--- config.mk ---
export PLATFORM = sky130hd
export DESIGN_NAME = canvas_mem_scheduler
export DESIGN_NICKNAME = d
export VERILOG_FILES = /design/src/rtl/canvas_pkg.sv /design/src/rtl/canvas_hit_map.sv /design/src/rtl/canvas_mem_scheduler.sv
export SDC_FILE = /design/constraint.sdc
export NUM_CORES = 1
export LEC_CHECK = 0
export BUFFER_PORTS_ARGS = -buffer_cell sky130_fd_sc_hd__buf_2
export CORE_ASPECT_RATIO = 0.75
export CORE_UTILIZATION = 52
export DETAILED_ROUTE_END_ITERATION = 10
export GPL_TIMING_DRIVEN = 0
export PLACE_DENSITY_LB_ADDON = 0.08
export SYNTH_ARGS = -nofsm -noshare
export SYNTH_HDL_FRONTEND = slang
export SYNTH_SLANG_ARGS = --single-unit
--- constraint.sdc ---
create_clock -name frame_clk -period 2.64 [get_ports frame_clk]
set_clock_uncertainty 0.15 [all_clocks]
set_input_delay 0.264 -clock frame_clk [delete_from_list [all_inputs] [get_ports frame_clk]]
set_output_delay 0.264 -clock frame_clk [all_outputs]
set_load 0.02 [all_outputs]
--- src/rtl/canvas_pkg.sv ---
// Shared constants, types and helpers for the canvas RAM scheduler.
// Latency: n/a (package only).
// Backpressure: n/a (package only).
package canvas_pkg;
    localparam int CANVAS_DIM = 28;
    localparam int CELL_PX    = 14;
    localparam int ORIGIN_X   = 200;
    localparam int ORIGIN_Y   = 44;
    localparam int INK_STEP   = 2000;
    localparam int DATA_W     = 16;
    localparam int ADDR_W     = 10;
    localparam int NPIX       = CANVAS_DIM * CANVAS_DIM;
    localparam int CANVAS_PX  = CANVAS_DIM * CELL_PX;

    typedef logic [ADDR_W-1:0] canvas_addr_t;
    typedef logic [DATA_W-1:0] pixel_t;
    typedef logic [4:0]        cell_idx_t;

    typedef enum logic [2:0] {
        IDLE,
        CLEAR,
        DRAW_RD,
        DRAW_WR,
        STREAM_RD,
        STREAM_OUT
    } sched_state_t;

    // Row-major linear address of a cell.
    function automatic canvas_addr_t cell_addr(input cell_idx_t row, input cell_idx_t col);
        return canvas_addr_t'(row) * canvas_addr_t'(CANVAS_DIM) + canvas_addr_t'(col);
    endfunction

    // Add one ink step, clamping at full scale instead of wrapping.
    function automatic pixel_t add_ink(input pixel_t cur);
        logic [DATA_W:0] sum;
        sum = {1'b0, cur} + (DATA_W+1)'(INK_STEP);
        return sum[DATA_W] ? '1 : sum[DATA_W-1:0];
    endfunction
endpackage

--- src/rtl/canvas_hit_map.sv ---
// Maps a cursor screen position onto a canvas cell (in-canvas flag + RAM address).
// Latency: purely combinational.
// Backpressure: none.
// Ports: X_Pos/Y_Pos cursor screen coordinates; in_canvas high when the cursor
// lies inside the 28x28 cell grid; addr = row*CANVAS_DIM+col (valid only with in_canvas).
module canvas_hit_map
    import canvas_pkg::*;
(
    input  logic [9:0]   X_Pos,
    input  logic [9:0]   Y_Pos,
    output logic         in_canvas,
    output canvas_addr_t addr
);
    logic [9:0] dx;
    logic [9:0] dy;
    cell_idx_t  row;
    cell_idx_t  col;

    // Offsets wrap when the cursor is left of/above the origin; the >= tests mask that.
    assign dx = X_Pos - 10'(ORIGIN_X);
    assign dy = Y_Pos - 10'(ORIGIN_Y);

    assign in_canvas = (X_Pos >= 10'(ORIGIN_X)) && (dx < 10'(CANVAS_PX)) &&
                       (Y_Pos >= 10'(ORIGIN_Y)) && (dy < 10'(CANVAS_PX));

    assign col  = cell_idx_t'(dx / 10'(CELL_PX));
    assign row  = cell_idx_t'(dy / 10'(CELL_PX));
    assign addr = cell_addr(row, col);
endmodule

--- src/rtl/canvas_mem_scheduler.sv ---
// Arbitrates the single-port canvas RAM between clear sweep, brush RMW and NN readout.
// Latency: request->RAM access 2 cycles; clear 784 cycles; draw 2 cycles; stream >= 2 cycles/pixel.
// Backpressure: stream holds pix_data/pix_valid until pix_ready; requests queue as pending flags.
// Ports: frame_clk/Reset (async, active-high); X_Pos/Y_Pos/draw_btn/draw_tick brush input;
// clear_req/infer_req request pulses; ram_* RAM port (sync read, 1-cycle latency);
// pix_* row-major pixel stream to the NN; busy = not idle; infer_done pulses after last pixel.
module canvas_mem_scheduler
    import canvas_pkg::*;
(
    input  logic              frame_clk,
    input  logic              Reset,
    input  logic [9:0]        X_Pos,
    input  logic [9:0]        Y_Pos,
    input  logic              draw_btn,
    input  logic              draw_tick,
    input  logic              clear_req,
    input  logic              infer_req,
    output logic [ADDR_W-1:0] ram_addr,
    output logic              ram_we,
    output logic [DATA_W-1:0] ram_wdata,
    input  logic [DATA_W-1:0] ram_rdata,
    output logic [DATA_W-1:0] pix_data,
    output logic              pix_valid,
    input  logic              pix_ready,
    output logic              pix_last,
    output logic              busy,
    output logic              infer_done
);
    sched_state_t state_q, state_d;
    canvas_addr_t addr_q;
    canvas_addr_t drw_cell_q;
    canvas_addr_t hit_addr;
    pixel_t       pix_hold_q;
    logic         hit_in;
    logic         draw_hit;
    logic         clr_p, inf_p, drw_p;
    logic         take_clr, take_inf, take_drw;
    logic         fresh_q;
    logic         infer_done_q;
    logic         beat_done;
    logic         last_pix;

    canvas_hit_map u_hit_map (
        .X_Pos     (X_Pos),
        .Y_Pos     (Y_Pos),
        .in_canvas (hit_in),
        .addr      (hit_addr)
    );

    assign draw_hit  = draw_tick & draw_btn & hit_in;
    assign last_pix  = (addr_q == canvas_addr_t'(NPIX - 1));
    assign beat_done = (state_q == STREAM_OUT) && pix_ready;

    always_ff @(posedge frame_clk or posedge Reset) begin
        if (Reset) begin
            state_q      <= IDLE;
            addr_q       <= '0;
            drw_cell_q   <= '0;
            clr_p        <= 1'b0;
            inf_p        <= 1'b0;
            drw_p        <= 1'b0;
            fresh_q      <= 1'b0;
            pix_hold_q   <= '0;
            infer_done_q <= 1'b0;
        end else begin
            state_q <= state_d;
            // A request arriving in the same cycle its flag is taken re-arms it.
            clr_p <= (clr_p & ~take_clr) | clear_req;
            inf_p <= (inf_p & ~take_inf) | infer_req;
            drw_p <= (drw_p & ~take_drw) | draw_hit;
            if (draw_hit) begin
                drw_cell_q <= hit_addr;
            end
            // Single address counter shared by all operations; seeded on leaving IDLE.
            if (state_q == IDLE) begin
                addr_q <= take_drw ? drw_cell_q : '0;
            end else if (state_q == CLEAR || beat_done) begin
                addr_q <= addr_q + canvas_addr_t'(1);
            end
            // First STREAM_OUT cycle shows RAM data directly; the copy keeps it stable while stalled.
            fresh_q <= (state_q == STREAM_RD);
            if (fresh_q) begin
                pix_hold_q <= ram_rdata;
            end
            infer_done_q <= beat_done && last_pix;
        end
    end

    always_comb begin
        state_d   = state_q;
        take_clr  = 1'b0;
        take_inf  = 1'b0;
        take_drw  = 1'b0;
        ram_addr  = '0;
        ram_we    = 1'b0;
        ram_wdata = '0;
        case (state_q)
            IDLE: begin
                if (clr_p) begin
                    take_clr = 1'b1;
                    state_d  = CLEAR;
                end else if (inf_p) begin
                    take_inf = 1'b1;
                    state_d  = STREAM_RD;
                end else if (drw_p) begin
                    take_drw = 1'b1;
                    state_d  = DRAW_RD;
                end
            end
            CLEAR: begin
                ram_addr = addr_q;
                ram_we   = 1'b1;
                if (addr_q == canvas_addr_t'(NPIX - 1)) begin
                    state_d = IDLE;
                end
            end
            DRAW_RD: begin
                ram_addr = addr_q;
                state_d  = DRAW_WR;
            end
            DRAW_WR: begin
                ram_addr  = addr_q;
                ram_we    = 1'b1;
                ram_wdata = add_ink(ram_rdata);
                state_d   = IDLE;
            end
            STREAM_RD: begin
                ram_addr = addr_q;
                state_d  = STREAM_OUT;
            end
            STREAM_OUT: begin
                ram_addr = addr_q;
                if (pix_ready) begin
                    state_d = last_pix ? IDLE : STREAM_RD;
                end
            end
            default: state_d = IDLE;
        endcase
    end

    assign pix_valid  = (state_q == STREAM_OUT);
    assign pix_last   = pix_valid && last_pix;
    assign pix_data   = pix_valid ? (fresh_q ? ram_rdata : pix_hold_q) : '0;
    assign busy       = (state_q != IDLE);
    assign infer_done = infer_done_q;
endmodule

Word level (Yosys, flattened, before mapping)
Cells that the tools add are included.
- flip-flop bits (word level): 44
- word-level logic and storage cells: 79
- output and inout bits: 47
- reductions and logical operators: 13
- add/sub/neg operators: 5
- mux-type cells: 25
- multiply operators: 1
- $lt $le $gt $ge: 4
- bitwise logic cells: 11
- div/mod/pow operators: 2
- equality and inequality tests: 9
- operators with widths (operator ; count):
    $mux W16 ; 4
    $mux W10 ; 4
    $div A10 B4 Y10 const B ; 2
    $lt A10 B9 Y1 const B ; 2
    $mux W3 ; 6
    $add A16 B11 Y17 const B ; 1
    $pmux W3 S5 ; 1
    $add A10 B1 Y10 const B ; 1
    $add A10 B5 Y10 ; 1
    $eq A10 B10 Y1 const B ; 1
    $ge A10 B6 Y1 const B ; 1
    $ge A10 B8 Y1 const B ; 1
    $mux W1 ; 10
    $sub A10 B6 Y10 const B ; 1
    $sub A10 B8 Y10 const B ; 1
    $mul A5 B3 Y8 const B ; 1
    $eq A3 B2 Y1 const B ; 2
    $eq A3 B3 Y1 const B ; 2
    $logic_and A1 B1 Y1 ; 6
    $and A1 B1 Y1 ; 5
    $reduce_or A5 Y1 ; 1
    $ne A4 B4 Y1 const B ; 1
    $eq A3 B1 Y1 const B ; 1
    $logic_not A3 Y1 ; 1
    9 further kinds ; 13

Logic depth before layout (Yosys ltp)
Gate-level depths: netlist of the first run.
- depth in word-level cells: 7
- mapped depth: 28
- mapped depth without buffers: 25

Hierarchy
From an unflattened synthesis of the first run, not the netlist that was laid out.
- cells, all modules: 583
- area total of the unflattened synthesis: 4779.6 um^2
- by module, submodules not included (module ; instances ; area an instance (um^2) ; cells an instance):
    canvas_mem_scheduler ; 1 ; 2447.3 ; 250
    canvas_hit_map ; 1 ; 2332.2 ; 333

Worst setup path after synthesis of the first run
No wires, ideal clock.
- path kind: input-to-reg
- start point: in Y_Pos[2]
- end point: reg drw_cell_q[9]
- path buffers: 3
- stages on the path: 26
- setup time: 0.125 ns
- slack: -2.711 ns
- data arrival time: 5.076 ns
- path through: ha_1 -> buf_4 -> o21a_1 -> buf_2 -> xnor2_1 -> o211ai_1 -> o211ai_1 -> a21boi_1 -> buf_6 -> or4_4 -> a31oi_2 -> o31ai_1 -> a211oi_2 -> nand4_1 -> fa_1 -> ha_1 -> inv_1 -> fa_1 -> inv_1 -> a21oi_1 -> nor2_1 -> nor2_1 -> xnor2_1 -> nand3b_1 -> xor2_1 -> mux2_2
- word-level cells in the longest chain between the ends: 4
- elaborated cells on any way between the ends: 9
- RTL lines (what ; line ; text):
    from (decl) ; canvas_mem_scheduler.sv:13 ; input logic [9:0] Y_Pos,
    $sub A10 B6 Y10 / $ge A10 B6 Y1 (equally long branches) ; canvas_hit_map.sv:21, canvas_hit_map.sv:24 ;
    $div A10 B4 Y10, or another cell as far along ; canvas_hit_map.sv:27 ; assign row = cell_idx_t'(dy / 10'(CELL_PX));
    $mul A5 B3 Y8 / $logic_and A1 B1 Y1 (equally long branches) ; canvas_pkg.sv:30, canvas_hit_map.sv:24 ;
    $add A10 B5 Y10 / $and A1 B1 Y1 (equally long branches) ; canvas_pkg.sv:30, canvas_mem_scheduler.sv:50 ;
    to (signal assigned) ; canvas_mem_scheduler.sv:72 ; drw_cell_q <= hit_addr;
    to (decl) ; canvas_mem_scheduler.sv:31 ; canvas_addr_t drw_cell_q;
Parallel ways exist; a longest one is shown, timed or not.
A chain may end at the register's enable or synchronous reset.

Worst setup path after layout of the first run
- start point: in Y_Pos[3]
- end point: reg drw_cell_q[9]
Same word-level chain as after synthesis.

==> results of run 1 <==
what timing repair did:
| action | in CTS | in global routing |
|---|---|---|
| pin swaps | 41 | 40 |
| hold buffers | 2 | 0 |
| gates resized for setup | 84 | 66 |
| setup buffers | 38 | 30 |
| setup endpoints to repair | 33 | 43 |
| endpoints found under the hold margin | 19 | 0 |
through the flow:
stage	instance area [µm²]	TNS [ns]	instances	total power, mW	util
3_3_place_gp	5693	-27.05	807	3.035	0.6293
6_report	7098	-17.86	880	5.095	0.7846
4_1_cts	6609	-17.70	854	4.661	0.7306
3_5_place_dp	5713	-28.21	808	3.111	0.6315
2_1_floorplan	5102	-15.70	593	2.697	-
5_1_grt	7098	-19.22	880	5.397	0.7846
power by group through the flow:
| stage | Combinational (mW) | Clock, mW | Sequential [mW] |
|---|---|---|---|
| 2_1_floorplan | 1.91 | 0 | 0.792 |
| 3_3_place_gp | 2.22 | 0 | 0.816 |
| 3_5_place_dp | 2.29 | 0 | 0.818 |
| 4_1_cts | 3.21 | 0.648 | 0.806 |
| 5_1_grt | 3.91 | 0.672 | 0.817 |
| 6_report | 3.64 | 0.645 | 0.811 |
logic make-up after synthesis:
family | synth area share
XOR/XNOR | 0.05925
buffers and inverters | 0.05538
AND/OR/NAND/NOR | 0.2344
adder cells (fa/ha/maj) | 0.06826
AO/OA/AOI/OAI | 0.3011
multiplexers | 0.05487
flip-flops | 0.2267
registers in the layout (all words and copies together), names as in the netlist:
register / cells
state_q: 3
infer_done: 1
drw_cell_q: 10
fresh_q: 1
clr_p: 1
addr_q: 10
drw_p: 1
inf_p: 1
pix_hold_q: 16
worst paths after layout:
| path | cells after the start | slack [ns] | end | from |
|---|---|---|---|---|
| hold / removal | 2 | 0.04 | inf_p | infer_req |
| hold reg to reg | 1 | 0.34 | pix_hold_q[14] | pix_hold_q[14] |
| setup / recovery | 24 | -2.64 | drw_cell_q[9] | Y_Pos[3] |
| max in group asynchronous | 4 | 1.47 | addr_q[5] | Reset |
| setup reg to reg | 7 | 0.20 | addr_q[5] | state_q[0] |
| min in group asynchronous | 3 | 0.39 | pix_hold_q[4] | Reset |
worst reg2reg max path, stage by stage, from the launching register on:
cell and delay [ns]:
dfrtp_1 0.36, clkbuf_1 0.23, nor3_4 0.40, clkinv_2 0.26, nor4b_2 0.38, clkbuf_2 0.31
a22oi_1 0.13, o21ai_0 0.15
Yosys cell counts, types with 4 or more instances:
library cell and number:
a211oi_1 6, and3_1 7, a21o_1 7, xor2_1 6
a22oi_1 4, nor3_1 16, nor4_1 6, o21ai_1 6
o22ai_1 5, o21ai_0 31, inv_1 26, nor2b_1 17
a21oi_1 56, nor2_1 47, nand3_1 25, nand2_1 28
nand3b_1 6, dfrtp_1 44, xnor2_1 25, ha_1 16
buf_2 7, a211o_1 4, fa_1 6, o31ai_1 4
o211ai_2 4, nand2b_1 7, and2_1 14, o21a_1 4
mux2_2 21, clkbuf_1 20, o211ai_1 10, a31oi_1 5
or3_1 6
final cells by class:
type,count,area (µm²),area share
repair buffers,155,1091,0.1537
plain buffers,30,197.7,0.02785
well taps,128,160.2,0.02256
flip-flops and latches,44,1101,0.1551
inverters,29,130.1,0.01833
clock inverters,2,15.01,0.002115
clock buffers,6,138.9,0.01957
multi-input cells,486,4264,0.6007
per-layer routing:
layer	GRT usage	part of all wire	wire [µm]	vias up
li1	-	-	-	2523
met1	0.4203	0.44	6763	2633
met2	0.4895	0.48	7411	252
met3	0.05088	0.070	1090	43
met4	0.05263	0.017	258	0
met5	0	0	0	-
==> summary.md, run 1 <==
| Metric | Value |
|---|---|
| Number of port buffers | 86 |
| First-pass GRT wire length | 23,810 µm |
| Max clock buf depth | 2 |
| Drt pass-1 iters | 5 |
| Row count | 30 |
| Seq cells post-synth | 44 |
| Clk sinks | 44 |
| Synthesized area per cell | 8.191 µm² |
| Clock share of power | 0.127 |
| Vias in the first global route | 4,990 |
| Routed WL | 15,520 µm |
| CP Cell Sequence | buf_12, buf_4, a21o_4, a211oi_4, or2_4, o2111ai_1, o21ai_1, buf_4, nor2_2, a221oi_4, o21ai_4, o221a_1, a211oi_2, nand4_1, fa_1, ha_4, inv_2, fa_2, buf_6, xor2_4, nor3_4, nand3b_1, xor2_1, mux2_4 |
| Critical path class | in2reg |
| Num CTS Buffers | 5 |
| Fillers | 588 |
| Cell taking the most area after synthesis | dfrtp_1 |
| DRC viols | 0 |
| Crit path launch type | input port |
| H-tree Lvls | 2 |
| Share of the synthesized area in the top cell type | 0.2267 |
| Total die area | 9736 µm² |
| Slew HR | 0.5053 |
| Post-DR vias/cell | 6.194 |
| Smallest hold slack | 0.04104 ns |
| I/O pin count | 90 |
| Routability cong. | 0.9067 |
| Crit path max-delay cell type | fa_1 |
| GRT Total Usage | 0.2990 |
| Final Setup Violations | 10 |
| Root Buffer | clkbuf_16 |
| Max Clock Freq | 189.6 MHz |
| Post-synthesis sequential area ratio | 0.2267 |
| Highest-count cells in the layout ignoring fill and taps | buf_2 (83), buf_4 (54), a21oi_1 (45) |
| Ranking of synthesized cells by area | dfrtp_1 (23%), a21oi_1 (5.8%), mux2_2 (4.9%) |
| Syn Nets | 658 |
| Family with the most delay on the worst path | compound AO/OA/AOI/OAI gates |
| Critical Path RT | 2.66 ns |
| Synthesized area | 4857 µm² |
| Critical path peak fanout | 8 |
| YS warnings | 0 |
| Sw frac | 0.4208 |
| Dominant register cell in the synthesized netlist | dfrtp_1 |
| Layout net count | 816 |
| Status | finished with violations |
| Async set or reset register ratio after synthesis | 1.000 |
| Initial antenna violation count | 0 |
| Worst-path clk slew | 0.07 ns |
| WP buf/inv | 5 |
| HP Class | in2reg |
| Measured slew at the worst slew-check pin | 0.7368 ns |
| Largest net degree at the start of global routing | 27 |
| Placed wire-length estimate | 9590 µm |
| Fin crit share | 1.998 |
| Peak VDD IR | 0.5763 mV |
| DP Worst Slack | -3.260 ns |
| Die span in y | 85.70 µm |
| Pint | 2.951 mW |
| Core Area | 9046 µm² |
| Failing checks | setup timing |
| Layout cells sized above 1 | 0.4282 |
| RSZ-0062 raised after global routing | yes |
| Total global routing overflow | 0 |
| Sw Pwr | 2.144 mW |
| Lkg Pwr | 2.931 nW |
| Starting Density | 0.5369 |
| Critical Path AT | 5.30 ns |
| Power per cell area | 717.8 nW/µm² |
| Hold Vio Cnt, Final | 0 |
| Iter 0 DRT Violations | 483 |
| CP max stage delay | 0.56 ns |
| Tmin final | 5.276 ns |
| Mean routed wirelength per cell | 17.64 µm |
| Clock Latency Late Sink | 0.29 ns |
| Fin worst setup slack | -2.636 ns |
| Seq pwr share | 0.159 |
| Max Cap Violations | 0 |
| Most common cell after layout, fill and taps aside | buf_2 |
| Netlist cell types | 95 |
| Antenna Cells | 0 |
| P&R area growth vs syn | 46.14% |
| CTS tree | yes |
| Number of synthesized flops with an enable pin | 0 |
| Die X | 113.6 µm |
| Synth Instances | 593 |
| Post-route ant nets | 0 |
| Combinational Power Share | 0.714 |
| Slew Limit Fails | 0 |
| Critical Path Sink Type | flop |
| Vias post-DR | 5,451 |
| Most used cell along the critical path | buf_4 |
Power figures use the tool's default switching activity.
==> run 2, diff against run 1 <==
- GPL_TIMING_DRIVEN: 0 -> 1
==> run 2 against run 1 <==
Net effect:
- the run still ends with setup timing left
- total power grew 7.8%
- largest cell class unchanged
- cell area grew 3.8%
- clock power shrank 8.2%
- sequential share of layout area shrank 0.56 points
- non-clock buffer count grew 59
- highest routed layer unchanged
- via count grew 0.97%
- largest power group unchanged
==> summary.md, run 2 (synthesis gave the netlist of run 1 again) <==
| Metric | Value |
|---|---|
| Status | finished with violations |
| Failing checks | setup timing |
| Mean routed wirelength per cell | 16.40 µm (-7.0%) |
| CTS tree | yes |
| P&R area growth vs syn | 51.62% |
| Clock Latency Late Sink | 0.28 ns (about the same) |
| Vias post-DR | 5,504 (+0.97%) |
| Clk sinks | 44 (unchanged) |
| Crit path launch type | input port |
| GRT Total Usage | 0.3123 (+0.01333) |
| Number of port buffers | 88 (+2.3%) |
| Lkg Pwr | 3.220 nW (+9.9%) |
| Peak VDD IR | 0.7136 mV (+24%) |
| Total die area | 9736 µm² (unchanged) |
| Critical Path Sink Type | flop |
| First-pass GRT wire length | 24,780 µm (+4.1%) |
| DRC viols | 0 (unchanged) |
| Slew HR | 0.3916 (-0.1137) |
| Measured slew at the worst slew-check pin | 0.9070 ns (+0.1702 ns) |
| DP Worst Slack | -3.040 ns (+0.2197 ns) |
| H-tree Lvls | 2 (unchanged) |
| Power per cell area | 745.7 nW/µm² (+3.9%) |
| Root Buffer | clkbuf_16 |
| Largest reg by FF count | pix_hold_q |
| Routability cong. | 0.9464 (+4.4%) |
| Critical Path RT | 2.65 ns (about the same) |
| Routed WL | 15,380 µm (-0.92%) |
| Starting Density | 0.5369 (unchanged) |
| Final Setup Violations | 10 (unchanged) |
| I/O pin count | 90 (unchanged) |
| Total global routing overflow | 0 (unchanged) |
| Placed wire-length estimate | 10,490 µm (+9.4%) |
| Die X | 113.6 µm (unchanged) |
| Tmin final | 5.375 ns (+0.09957 ns) |
| Max Clock Freq | 186.0 MHz (-1.9%) |
| Num CTS Buffers | 5 (unchanged) |
| Placed inst area | 6523 µm² (+14%) |
| Critical path peak fanout | 6 (-2) |
| Largest regs | pix_hold_q x16, addr_q x10, drw_cell_q x10 |
| Iter 0 DRT Violations | 500 (+3.5%) |
| Max Cap Violations | 0 (unchanged) |
| Worst-path clk slew | 0.06 ns (about the same) |
| Slew Limit Fails | 0 (unchanged) |
| Layout net count | 875 (+7.2%) |
| Fin crit share | 2.036 (+0.03772) |
| Highest-count cells in the layout ignoring fill and taps | buf_4 (138), buf_2 (81), nor2_1 (44), a21oi_1 (44), dfrtp_1 (44) |
| Row count | 30 (unchanged) |
| Fillers | 567 (-3.6%) |
| Layout cells sized above 1 | 0.4667 (+0.03848) |
| Critical path class | in2reg |
| Critical Path AT | 5.39 ns (+0.09 ns) |
| Post-DR vias/cell | 5.868 (-5.3%) |
| RSZ-0062 raised after global routing | yes |
| Drt pass-1 iters | 5 (unchanged) |
| Antenna Cells | 0 (unchanged) |
| Initial antenna violation count | 0 (unchanged) |
| Die span in y | 85.70 µm (unchanged) |
| Post-route ant nets | 0 (unchanged) |
| Most common cell after layout, fill and taps aside | buf_4 |
| Core Area | 9046 µm² (unchanged) |
| Largest net degree at the start of global routing | 25 (-7.4%) |
| Fin worst setup slack | -2.735 ns (-0.09957 ns) |
| Max clock buf depth | 2 (unchanged) |
| Hold Vio Cnt, Final | 0 (unchanged) |
| HP Class | in2reg |
| Fin area | 7365 µm² (+3.8%) |
| Placed cell count | 907 (+12%) |
| Vias in the first global route | 5,135 (+2.9%) |
| Max reg flops | 16 (unchanged) |
| Final non-filler cell total | 938 (+6.6%) |
-- run 2: cell types whose count changed in the layout (fill, tap and decap cells not counted), moves of 4 or more --
cell      previous run  this run
nor2_1              40        44
buf_4               54       138
clkbuf_1            14         0
nor2_2               7         2
-- run 2: layout make-up --
class,count,area (µm²),area share
clock inverter,2,12.51,0.001699
multi-input combinational,486,4083,0.5544
sequential,44,1101,0.1495
tap,128,160.2,0.02175
clock buffer,5,125.1,0.01699
inverter,29,132.6,0.01801
timing repair buffer,244,1750,0.2377
-- run 2: stage by stage --
step	utilization	setup TNS, ns	power (mW)	hold slack (ns)
finish	0.8141	-17.86	5.492	0.01119
global placement	0.7210	-20.99	3.673	0.2076
detailed placement	0.7210	-21.17	3.752	0.2287
global route	0.8141	-19.91	5.873	0.01435
CTS	0.7833	-16.09	5.063	0.004224
floorplan	-	-15.70	2.697	0.2063
-- run 2: power breakdown --
part	internal, mW	switching [mW]	leakage (nW)
registers	0.751	0.0552	0.551
logic	2.20	1.89	2.60
clock network	0.343	0.249	0.0657
-- run 2: path summary, 6_finish.rpt --
check | to | start | slack (ns) | cells past startpoint
max | drw_cell_q[9] | Y_Pos[3] | -2.74 | 25
min | inf_p | infer_req | 0.01 | 2
max reg2reg | addr_q[3] | state_q[0] | 0.47 | 6
min reg2reg | pix_hold_q[11] | pix_hold_q[11] | 0.34 | 1
max in group asynchronous | addr_q[0] | Reset | 1.20 | 4
min in group asynchronous | clr_p | Reset | 0.48 | 3
-- run 2: metal layers --
layer / up-vias / wire [µm] / global-route usage
met5: - / 0 / 0
met1: 2634 / 7021 / 0.4504
met4: 0 / 154 / 0.03708
met2: 218 / 7217 / 0.5022
met3: 22 / 987 / 0.05654
li1: 2630 / - / -
-- run 2: timing repair --
item | in CTS | in global routing
hold endpoints to repair | 22 | 1
resized for setup | 65 | 46
pin swaps | 16 | 40
gates cloned | 0 | 0
setup endpoints to repair | 10 | 11
setup buffers | 12 | 16
hold buffers | 1 | 1
-- run 2: worst max-delay path, cell delays in order --
cell	delay, ns
buf_8	0.10
buf_12	0.12
a21o_4	0.24
a211oi_4	0.32
buf_6	0.17
o221ai_4	0.13
buf_6	0.15
o211ai_1	0.39
buf_4	0.23
mux2i_4	0.07
o22a_1	0.26
o211ai_4	0.20
a311oi_2	0.13
a211oi_2	0.17
nand4_1	0.18
fa_1	0.59
ha_4	0.15
inv_2	0.04
fa_2	0.37
buf_6	0.14
xor2_4	0.15
nor3_4	0.24
nand3b_1	0.12
xor2_1	0.16
mux2_4	0.26
